$ cat src/rtl/top.sv
// top: SPI-flash boot loader filling a 32-word register file, plus a UART text console
// that stores received characters and echoes them back.
module regfile (
  input  logic        clk,
  input  logic        reset,
  input  logic        we,
  input  logic [4:0]  waddr,
  input  logic [31:0] wdata
);
  logic [31:0] data [0:31];
  always_ff @(posedge clk or negedge reset)
    if (!reset) begin
      for (int i = 0; i < 32; i++) data[i] <= '0;
    end else begin
      data[0] <= '0;
      for (int i = 1; i < 32; i++) data[i] <= (we && waddr == 5'(i)) ? wdata : data[i];
    end
endmodule

module cpu (
  input  logic clk,
  input  logic reset,
  input  logic flash_miso,
  output logic flash_clk,
  output logic flash_mosi,
  output logic flash_cs,
  output logic done
);
  typedef enum logic [1:0] {IDLE, CMD, READ, DONE} state_t;
  localparam logic [31:0] READ_CMD = 32'h0300_0000;
  localparam logic [9:0] READ_BITS = 10'd992;
  state_t state;
  logic [31:0] cmd_sr, word;
  logic [9:0] cnt;
  logic [6:0] byte_sr;
  logic [7:0] new_byte;
  logic we;
  logic [4:0] waddr;
  assign new_byte = {byte_sr, flash_miso};
  assign done = state == DONE;
  regfile cpu_regs (.clk(clk), .reset(reset), .we(we), .waddr(waddr), .wdata(word));
  // flash_clk is toggled by this FSM: mosi moves on its falling side, miso is taken on its rising side
  always_ff @(posedge clk or negedge reset)
    if (!reset) begin
      state <= IDLE;
      flash_cs <= 1'b1;
      flash_clk <= 1'b0;
      flash_mosi <= 1'b0;
      cmd_sr <= '0;
      word <= '0;
      cnt <= '0;
      byte_sr <= '0;
      we <= 1'b0;
      waddr <= '0;
    end else begin
      we <= 1'b0;
      case (state)
        IDLE: begin
          state <= CMD;
          flash_cs <= 1'b0;
          flash_mosi <= READ_CMD[31];
          cmd_sr <= {READ_CMD[30:0], 1'b0};
          cnt <= '0;
        end
        CMD: begin
          flash_clk <= ~flash_clk;
          if (flash_clk) begin
            state <= cnt == 10'd31 ? READ : CMD;
            flash_mosi <= cnt == 10'd31 ? 1'b0 : cmd_sr[31];
            cmd_sr <= cmd_sr << 1;
            cnt <= cnt == 10'd31 ? '0 : cnt + 10'd1;
          end
        end
        READ: begin
          if (!flash_clk) begin
            flash_clk <= 1'b1;
            byte_sr <= new_byte[6:0];
            cnt <= cnt + 10'd1;
            if (cnt[2:0] == 3'd7) begin
              word <= {new_byte, word[31:8]};
              we <= cnt[4:3] == 2'd3;
              waddr <= cnt[9:5] + 5'd1;
            end
          end else begin
            flash_clk <= 1'b0;
            flash_cs <= cnt == READ_BITS;
            state <= cnt == READ_BITS ? DONE : READ;
          end
        end
        DONE: state <= DONE;
      endcase
    end
endmodule

module uart_receiver #(parameter int DIV = 234) (
  input  logic       clk,
  input  logic       reset,
  input  logic       rx,
  output logic       valid,
  output logic [7:0] data
);
  typedef enum logic [1:0] {R_IDLE, R_START, R_DATA, R_STOP} rx_state_t;
  localparam logic [15:0] FULL = 16'(DIV - 1);
  localparam logic [15:0] MID = 16'(DIV / 2 - 2);
  rx_state_t st;
  logic [1:0] sync;
  logic prev;
  logic [15:0] cnt;
  logic [2:0] nbit;
  always_ff @(posedge clk or negedge reset)
    if (!reset) begin
      sync <= 2'b11;
      prev <= 1'b1;
      st <= R_IDLE;
      cnt <= '0;
      nbit <= '0;
      valid <= 1'b0;
      data <= '0;
    end else begin
      sync <= {sync[0], rx};
      prev <= sync[1];
      valid <= 1'b0;
      case (st)
        R_IDLE: begin
          st <= (prev && !sync[1]) ? R_START : R_IDLE;
          cnt <= '0;
        end
        R_START: begin
          st <= cnt == MID ? (sync[1] ? R_IDLE : R_DATA) : R_START;
          cnt <= cnt == MID ? '0 : cnt + 16'd1;
          nbit <= '0;
        end
        R_DATA: begin
          cnt <= cnt == FULL ? '0 : cnt + 16'd1;
          if (cnt == FULL) begin
            data <= {sync[1], data[7:1]};
            nbit <= nbit + 3'd1;
            st <= nbit == 3'd7 ? R_STOP : R_DATA;
          end
        end
        R_STOP: begin
          cnt <= cnt == FULL ? '0 : cnt + 16'd1;
          valid <= cnt == FULL && sync[1];
          st <= cnt == FULL ? R_IDLE : R_STOP;
        end
      endcase
    end
endmodule

module uart_transmitter #(parameter int DIV = 234) (
  input  logic       clk,
  input  logic       reset,
  input  logic       start,
  input  logic [7:0] din,
  output logic       tx,
  output logic       busy
);
  localparam logic [15:0] FULL = 16'(DIV - 1);
  logic [8:0] sh;
  logic [3:0] n;
  logic [15:0] cnt;
  // sh holds the data bits followed by the stop bit; n counts bits still to be shifted out
  always_ff @(posedge clk or negedge reset)
    if (!reset) begin
      tx <= 1'b1;
      busy <= 1'b0;
      sh <= '1;
      n <= '0;
      cnt <= '0;
    end else if (!busy) begin
      if (start) begin
        busy <= 1'b1;
        tx <= 1'b0;
        sh <= {1'b1, din};
        n <= 4'd9;
        cnt <= '0;
      end
    end else if (cnt == FULL) begin
      cnt <= '0;
      busy <= n != 4'd0;
      if (n != 4'd0) begin
        tx <= sh[0];
        sh <= {1'b1, sh[8:1]};
        n <= n - 4'd1;
      end
    end else begin
      cnt <= cnt + 16'd1;
    end
endmodule

module text_mem #(parameter int LEN = 19) (
  input  logic       clk,
  input  logic       reset,
  input  logic       we,
  input  logic [7:0] din
);
  localparam int AW = (LEN > 1) ? $clog2(LEN) : 1;
  logic [7:0] charMemory [0:LEN-1];
  logic [AW-1:0] wptr;
  always_ff @(posedge clk or negedge reset)
    if (!reset) begin
      wptr <= '0;
      for (int i = 0; i < LEN; i++) charMemory[i] <= 8'h20;
    end else if (we) begin
      wptr <= (din == 8'h0D || wptr == AW'(LEN - 1)) ? '0 : wptr + AW'(1);
      for (int i = 0; i < LEN; i++) charMemory[i] <= (din != 8'h0D && wptr == AW'(i)) ? din : charMemory[i];
    end
endmodule

module top #(
  parameter int UART_DIV = 234,
  parameter int TEXT_LEN = 19
) (
  input  logic       clk,
  input  logic       reset,
  input  logic       flashMiso,
  output logic       flashClk,
  output logic       flashMosi,
  output logic       flashCs,
  input  logic       uart_rx,
  output logic       uart_tx,
  input  logic       btnDownR,
  input  logic       btnUpR,
  input  logic       btnLeftR,
  input  logic       btnRightR,
  output logic [5:0] led
);
  logic done, rx_valid, tx_busy, led5;
  logic [7:0] rx_data;
  logic [3:0] btn_s0, btn_s1;
  cpu cpu_1 (
    .clk(clk), .reset(reset), .flash_miso(flashMiso), .flash_clk(flashClk),
    .flash_mosi(flashMosi), .flash_cs(flashCs), .done(done)
  );
  uart_receiver #(.DIV(UART_DIV)) rx_i (
    .clk(clk), .reset(reset), .rx(uart_rx), .valid(rx_valid), .data(rx_data)
  );
  uart_transmitter #(.DIV(UART_DIV)) tx_i (
    .clk(clk), .reset(reset), .start(rx_valid), .din(rx_data), .tx(uart_tx), .busy(tx_busy)
  );
  text_mem #(.LEN(TEXT_LEN)) text (.clk(clk), .reset(reset), .we(rx_valid), .din(rx_data));
  always_ff @(posedge clk or negedge reset)
    if (!reset) begin
      btn_s0 <= 4'hf;
      btn_s1 <= 4'hf;
      led5 <= 1'b1;
    end else begin
      btn_s0 <= {btnRightR, btnLeftR, btnUpR, btnDownR};
      btn_s1 <= btn_s0;
      led5 <= led5 ^ rx_valid;
    end
  assign led = {led5, ~done, btn_s1};
endmodule

$ cat config.mk
export PLATFORM = sky130hd
export DESIGN_NAME = top
export DESIGN_NICKNAME = d
export VERILOG_FILES = /design/src/rtl/top.sv
export SDC_FILE = /design/constraint.sdc
export NUM_CORES = 1
export LEC_CHECK = 0
export CAP_MARGIN = 20
export CORE_ASPECT_RATIO = 1.5
export CORE_MARGIN = 4
export CORE_UTILIZATION = 55
export DETAILED_ROUTE_END_ITERATION = 10
export MAX_ROUTING_LAYER = met4
export PLACE_DENSITY = 0.79
export SYNTH_ARGS = -nofsm -noshare
export SYNTH_HDL_FRONTEND = slang
export SYNTH_HIERARCHICAL = 1
export SYNTH_SLANG_ARGS = --single-unit
$ cat constraint.sdc
create_clock -name clk -period 2.1 [get_ports clk]
set_input_delay 0.42 -clock clk [delete_from_list [all_inputs] [get_ports clk]]
set_output_delay 0.42 -clock clk [all_outputs]
set_load 0.01 [all_outputs]
### Yosys cells after proc, flatten, opt, wreduce, memory -nomap -nowiden

Cells that the tools add are included.

| storage, ports and cells | value |
|---|---|
| flip-flop bits (word level) | 120 |
| output and inout port bits | 10 |
| bits of input ports | 8 |
| logic and storage cells | 116 |

| cells by class | value |
|---|---|
| reductions and logical operators | 20 |
| bitwise logic cells | 3 |
| add/subtract/negate cells | 5 |
| equal/unequal tests | 18 |
| multiplexer cells | 49 |

Operators with widths:

| kind | number |
|---|---|
| $mux 16 | 5 |
| $pmux 32 s2 | 1 |
| $pmux 16 s3 | 1 |
| $mux 9 | 4 |
| $add 16x1->16 const B | 2 |
| $eq 16x8->1 const B | 2 |
| $mux 32 | 1 |
| $mux 10 | 3 |
| $pmux 10 s3 | 1 |
| $eq 16x7->1 const B | 1 |
| $mux 4 | 4 |
| $pmux 2 s4 | 2 |
| $mux 1 | 15 |
| $mux 2 | 7 |
| $add 10x1->10 const B | 1 |
| $eq 10x10->1 const B | 1 |
| $eq 10x5->1 const B | 1 |
| $reduce_and 2->1 | 5 |
| $reduce_bool 2->1 | 5 |
| $eq 2x2->1 const B | 4 |
| $ne 2x1->1 const B | 3 |
| $ne 2x2->1 const B | 3 |
| $pmux 1 s2 | 3 |
| $pmux 3 s2 | 1 |
| 14 further kinds | 19 |

### Depth between registers and ports, before layout

Gate-level depths: netlist of the first run.

| logic depth | value |
|---|---|
| word-level depth | 4 |
| depth in mapped cells | 7 |
| gate-level depth less buffers | 6 |

### Hierarchy

The synthesis of the first run kept the hierarchy.

By module, submodules not included:

| module | instances | area each (um^2) | cells an instance | sequential area each (um^2) |
|---|---|---|---|---|
| uart_transmitter | 1 | 1712.9 | 176 | 762.0 |
| uart_receiver | 1 | 1611.5 | 141 | 829.5 |
| cpu | 1 | 1218.7 | 120 | 551.8 |
| top | 1 | 256.5 | 12 | 236.5 |

### Worst setup path after synthesis of the first run

Ideal clock, no wire load.

| timing path | value |
|---|---|
| path type | register to register |
| start | reg tx_i.cnt[1] |
| end | reg tx_i.n[0] |
| slack | -0.002 ns |
| setup time | 0.129 ns |
| cell stages (with the launch flop) | 8 |
| arrival | 1.973 ns |
| required time | 1.971 ns |
| clock period less this slack | 2.102 ns |
| buffers on the path | 1 |
| path through | dfrtp_1 -> inv_1 -> ha_1 -> or4b_4 -> or4_4 -> buf_6 -> o31ai_1 -> o21ai_1 |

| between the ends | value |
|---|---|
| word-level cells in the longest chain between the ends | 3 |

RTL lines:

| what | line | RTL |
|---|---|---|
| from (decl) | 161 | `logic [15:0] cnt;` |
| from (signal assigned) | 187 | `cnt <= cnt + 16'd1;` |
| $eq 16x8->1 | 178 | `end else if (cnt == FULL) begin` |
| $ne 2x2->1 (no source line) | n/a |  |
| $reduce_and 3->1 (no source line) | n/a |  |
| to (signal assigned) | 184 | `n <= n - 4'd1;` |
| to (decl) | 160 | `logic [3:0] n;` |

No other way between the ends.
A chain may end at the register's enable or synchronous reset.

### Worst setup path in the final report of the first run

| timing path | value |
|---|---|
| start | reg tx_i.cnt[1] |
| end | reg tx_i.cnt[12] |

| between the ends | value |
|---|---|
| word-level cells in the longest chain between the ends | 3 |
| elaborated cells between the ends (all ways) | 4 |
| classes of those cells | add/sub (1); eq/ne (1); mux (2) |

RTL lines:

| what | line | RTL |
|---|---|---|
| $add 16x1->16 or $eq 16x8->1 (tied branches) | 187, 178 |  |
| $mux 16 * | 178 |  |
| $mux 16 * | 170 | `end else if (!busy) begin` |

Mark *: on every way between the ends. The rest lies on a longest branch, timed or not.

==> results.tsv, run 1 <==
metric	value	unit
status	complete, but fails checks	
violations	setup timing	
drc	0	
gp_congestion	0.8447	
synth_ff_type	dfrtp_1	
grt_pass1_vias	3720	
syn2layout_area_growth	17.65	%
numClockSinks	94	
finalHoldViolations	0	
maxSlewViolCount	0	
cp_max_fo	5	
num_vias	3592	
yosysSeqAreaShare	49.58	%
dp.cells	580	
core	8464	um^2
hp-class	in -> async	
max_slew_margin	65.21	%
finalCritPeriodShare	102.4	%
chipWidth	84.28	um
initial_core_util	56.70	%
drtIter0Drc	230	
synth-adder-area-share	3.389	%
dieArea	10320	um^2
synth_mux_area_share	3.910	%
layout_common_cells	dfrtp_1, nor2_1, nand2_1	
worstMarginPinSlew	0.5199	ns
nets	508	
setup_viol	10	
antenna_found_initial	0	
synth_xor_xnor_area_share	4.197	%
final_util	66.71	%
endpoint_kind	register	
diodes	0	
netlist_instances	449	
cts_buffers	9	
crit_arrival	2.38	ns
ir_drop	0.0007100	V
cts_tree	built	
start_kind	register	
vias_per_cell	5.997	
synth_cell_types	72	
synth_top_family_by_area	simple AND/OR/NAND/NOR gates	
layout-drive-gt1-share	24.59	%
yosys.area_share.simple	21.48	%
clockRootBuffer	clkbuf_16	
layout_commonest_cell	dfrtp_1	
row_count	41	
synth-async-reset-ratio	100.0	%
power.density	668.5	nW/um^2
dp_hpwl	6758	um
syn-num-nets	470	
wire_per_inst	16.42	um
grt_start_max_net_pins	42	
drt_pass1_iterations	4	
io_buffers	16	
ys_seq_elements	94	
clock_latency	0.34	ns
drv_cap	0	
worstSetupPathType	reg -> reg	
clock_skew	0.01092	ns
wirelength	9837	um
fin_total_pwr	3775	uW
leakage	0.002387	uW
grt.total_usage	20.27	%
ant_nets	0	
ys.warnings.count	6	
reg2reg_slack	-0.05	ns
rsz0062_at_grt	yes	
final.setup.worst_slack	-0.05140	ns
synth_edf_count	0	
crit_required	2.33	ns
synth_area	4800	um^2
clockBufferDepth	2	
period_needed	2.151	ns
ios	18	
avgSynthCellArea	10.69	um^2
fin_cells	599	
die_h	122.4	um
fillers	632	
clk_pin_slew	0.07	ns
cts.htree.levels	3	
overflow	0	
synth_compound_area_share	13.63	%
max_freq	464.8	MHz
grt_pass1_wl	16730	um
==> report_power, final <==
group / switching, uW / internal, uW / total (uW)
Sequential: 71.6 / 1880 / 1950
Clock: 755 / 842 / 1600
Combinational: 130 / 97.7 / 227
==> cell type report <==
| class | count | area (um^2) | area share, % |
|---|---|---|---|
| clock buffers | 9 | 225.2 | 3.988 |
| clock inverters | 7 | 72.57 | 1.285 |
| inverters | 22 | 82.58 | 1.462 |
| multi-input cells | 318 | 2364 | 41.86 |
| flip-flops and latches | 94 | 2382 | 42.19 |
| well taps | 107 | 133.9 | 2.371 |
| repair buffers | 42 | 386.6 | 6.847 |
==> per-stage QoR <==
| stage | TNS [ns] | hold slack, ns | setup slack (ns) | cell area [um^2] |
|---|---|---|---|---|
| after detailed placement | -0.02965 | 0.3503 | -0.01601 | 5184 |
| after global routing | -1.231 | 0.03581 | -0.1256 | 5647 |
| after CTS | -0.1310 | 0.01870 | -0.02880 | 5503 |
| final | -0.2695 | 0.01548 | -0.05140 | 5647 |
| after floorplan | -0.002257 | 0.1244 | -0.002257 | 4800 |
| after global placement | -0.005718 | 0.3452 | -0.005718 | 5184 |
==> critical path, cell delays in order (launching register included) <==
cell     delay (ns)
dfrtp_1        0.40
inv_2          0.08
ha_4           0.11
or4b_4         0.52
o41a_4         0.54
a32o_1         0.24
a21o_1         0.15
==> registers in the layout (all words and copies together) (netlist names), 3 cells and up <==
name	count
rx_i/data	8
rx_i/cnt	16
btn_s0	4
cpu_1/cmd_sr	7
tx_i/cnt	16
tx_i/sh	8
tx_i/n	4
cpu_1/cnt	10
rx_i/nbit	3
btn_s1	4
==> path summary, 6_finish.rpt <==
kind                                    from      endpoint  cells after the start
worst max-delay path             tx_i/cnt[1]  tx_i/cnt[12]                      6
worst min-delay path                   reset  tx_i/cnt[13]                      1
worst max register to register   tx_i/cnt[1]  tx_i/cnt[12]                      6
worst min register to register  rx_i/sync[0]  rx_i/sync[1]                      0
max in group asynchronous              reset   rx_i/cnt[8]                      2
min in group clk                rx_i/sync[0]  rx_i/sync[1]                      0
==> logic make-up after synthesis <==
kind of cell / count (synthesis)
compound gates: 86
xor+xnor: 23
fa+ha+maj: 13
buf+inv: 38
flops: 94
mux: 17
simple gates: 178
==> synth_stat cells (all sizes together) (4+ instances only) <==
cell type  number  area share, %
a21o            6           0.94
a221oi          4           0.73
a22o            7            1.3
or4             6            1.2
or3             8            1.0
mux2           14            3.3
clkbuf          5           0.39
dfrtp          72             38
inv            22            1.7
nand4          15            2.4
nor3           15            1.6
nor4           12            2.0
nand2          30            2.4
xnor2          18            3.3
dfstp          22             12
a32o            4           0.83
o21ai          15            1.6
a31oi           6           0.78
xor2            5           0.91
a211oi          4           0.63
nand3          21            2.2
buf            11            1.7
a21oi          10            1.0
o22ai           9            1.2
nor2           49            4.5
ha             13            3.4
==> layer usage <==
layer / global-route usage [%] / up-vias / routed length, um
met3: 3.224 / 15 / 238
li1: - / 1724 / -
met4: 7.948 / 0 / 210
met5: - / - / 0
met2: 36.26 / 61 / 5460
met1: 22.58 / 1792 / 3927
==> repair_timing <==
action | 4_1_cts | 5_1_grt
gates resized for setup | 1 | 36
endpoints found under the setup margin | 12 | 24
hold buffers | 0 | 0
endpoints found under the hold margin | 0 | 0
cloned | 0 | 1
pin swaps | 1 | 11
setup buffers | 2 | 1
Power figures use the tool's default switching activity.
==> run 2, diff against run 1 <==
- MAX_ROUTING_LAYER: met4 -> not set
==> run 2 against run 1 <==
First-iteration DRC count fell by 8.3%. The run still ends with setup timing left. Cell area hardly changed. Critical path type unchanged. Non-clock buffer count unchanged. Count of clock-buffer cells in the layout unchanged. Die area is the same. Clock skew about the same. Total power increased by 0.13%. Setup slack got worse by 0.0018 ns.
==> results.tsv, run 2 (synthesis results as in run 1) <==
metric	value	unit	change
finalCritPeriodShare	102.5	%	about the same
fillers	628		-0.63%
layout-drive-gt1-share	25.20	%	+0.61 points
final.setup.worst_slack	-0.05316	ns	-0.001764 ns
placed_area	5184	um^2	unchanged
setup_viol	10		unchanged
grt_pass1_vias	3712		-0.22%
worstMarginPinSlew	0.5224	ns	+0.002516 ns
ir_drop	0.0007164	V	+0.90%
wirelength	9937	um	+1.0%
endpoint_kind	register		
clock_skew	0.01098	ns	+0.00005800 ns
crit_required	2.33	ns	about the same
maxSlewViolCount	0		unchanged
vias_per_cell	6.052		+0.92%
grt_start_max_net_pins	42		unchanged
crit_arrival	2.39	ns	about the same
drv_cap	0		unchanged
die_h	122.4	um	unchanged
syn2layout_area_growth	17.70	%	about the same
grt_pass1_wl	16700	um	-0.16%
finalHoldViolations	0		unchanged
power.density	669.1	nW/um^2	about the same
hold_buffers	0		unchanged
ios	18		unchanged
io_buffers	16		unchanged
clockRootBuffer	clkbuf_16		
whs	0.01527	ns	-0.0002124 ns
cts.htree.levels	3		unchanged
cts_tree	built		
worstSetupPathType	reg -> reg		
wire_per_inst	16.59	um	+1.0%
rsz0062_at_grt	yes		
status	complete, but fails checks		
pre_cts_ws	-0.01601	ns	unchanged
ant_nets	0		unchanged
final_area	5649	um^2	about the same
top_regs	rx_i/cnt: 16 flops, tx_i/cnt: 16 flops, cpu_1/cnt: 10 flops		
core	8464	um^2	unchanged
chipWidth	84.28	um	unchanged
nets	508		unchanged
row_count	41		unchanged
drt_pass1_iterations	5		+1
num_vias	3625		+0.92%
antenna_found_initial	0		unchanged
initial_core_util	56.70	%	unchanged
cp_max_fo	5		unchanged
clock_latency	0.35	ns	about the same
grt.total_usage	19.65	%	-0.62 points
hp-class	in -> async		
layout_common_cells	dfrtp_1, nor2_1, nand2_1		
max_slew_margin	65.04	%	-0.17 points
diodes	0		unchanged
dieArea	10320	um^2	unchanged
clockBufferDepth	2		unchanged
leakage	0.002393	uW	+0.26%
period_needed	2.153	ns	+0.001764 ns
cts_buffers	9		unchanged
clk_pin_slew	0.08	ns	about the same
max_freq	464.4	MHz	about the same
gp_congestion	0.8319		-1.5%
numClockSinks	94		unchanged
drc	0		unchanged
layout_commonest_cell	dfrtp_1		
fin_cells	599		unchanged
dp_hpwl	6758	um	unchanged
violations	setup timing		
start_kind	register		
overflow	0		unchanged
dp.cells	580		unchanged
drtIter0Drc	211		-8.3%
[run 2: changes by cell type in the layout (fill, tap and decap cells not counted)]
cell | previous run | this run
a2bb2oi_2 | 0 | 1
a221oi_2 | 2 | 4
nand2_4 | 1 | 0
o2bb2ai_2 | 1 | 2
nand2_2 | 0 | 1
a221oi_1 | 2 | 0
a2bb2oi_4 | 1 | 0
o2bb2ai_1 | 2 | 1
[run 2: repair_timing]
item / CTS / global route
buffers inserted: 2 / 1
setup endpoints to repair: 12 / 24
resized for setup: 1 / 37
cloned: 0 / 1
pin swaps: 1 / 11
[run 2: worst paths after layout]
check / start / end / slack, ns / depth (start not counted)
worst max-delay path: tx_i/cnt[1] / tx_i/cnt[12] / -0.05 / 6
worst min-delay path: reset / rx_i/data[3] / 0.02 / 1
worst max register to register: tx_i/cnt[1] / tx_i/cnt[12] / -0.05 / 6
worst min register to register: rx_i/sync[0] / rx_i/sync[1] / 0.36 / 0
max in group asynchronous: reset / rx_i/cnt[8] / 1.42 / 2
min in group clk: rx_i/sync[0] / rx_i/sync[1] / 0.36 / 0
[run 2: power by group]
part / internal [uW] / switching, uW / total [uW]
Sequential: 1880 / 73.2 / 1950
Clock: 842 / 757 / 1600
Combinational: 97.8 / 130 / 228
[run 2: per-layer routing]
layer,vias to the layer above,part of all wire [%],global-route usage [%]
met5,-,0,0
li1,1722,-,-
met1,1807,40,22.32
met4,0,2.4,7.948
met3,22,2.7,3.358
met2,74,55,36.31
[run 2: metrics by stage]
| step | utilization, % | TNS (ns) | total power (uW) |
|---|---|---|---|
| after floorplan | - | -0.002257 | 2107 |
| after global placement | 61.24 | -0.005718 | 2192 |
| after detailed placement | 61.24 | -0.02965 | 2216 |
| after CTS | 65.01 | -0.1310 | 3829 |
| after global routing | 66.74 | -1.073 | 3943 |
| final | 66.74 | -0.2396 | 3780 |
[run 2: area by class of cell]
cell class | instances | area, um^2 | share of cell area [%]
clock buffer | 9 | 225.2 | 3.987
timing repair buffer | 42 | 386.6 | 6.844
tap | 107 | 133.9 | 2.370
sequential | 94 | 2382 | 42.17
inverter | 22 | 82.58 | 1.462
multi-input combinational | 318 | 2366 | 41.88
clock inverter | 7 | 72.57 | 1.285
[run 2: critical path, stage by stage (launching register included)]
cell,delay (ns)
dfrtp_1,0.40
inv_2,0.08
ha_4,0.11
or4b_4,0.51
o41a_4,0.55
a32o_1,0.24
a21o_1,0.16
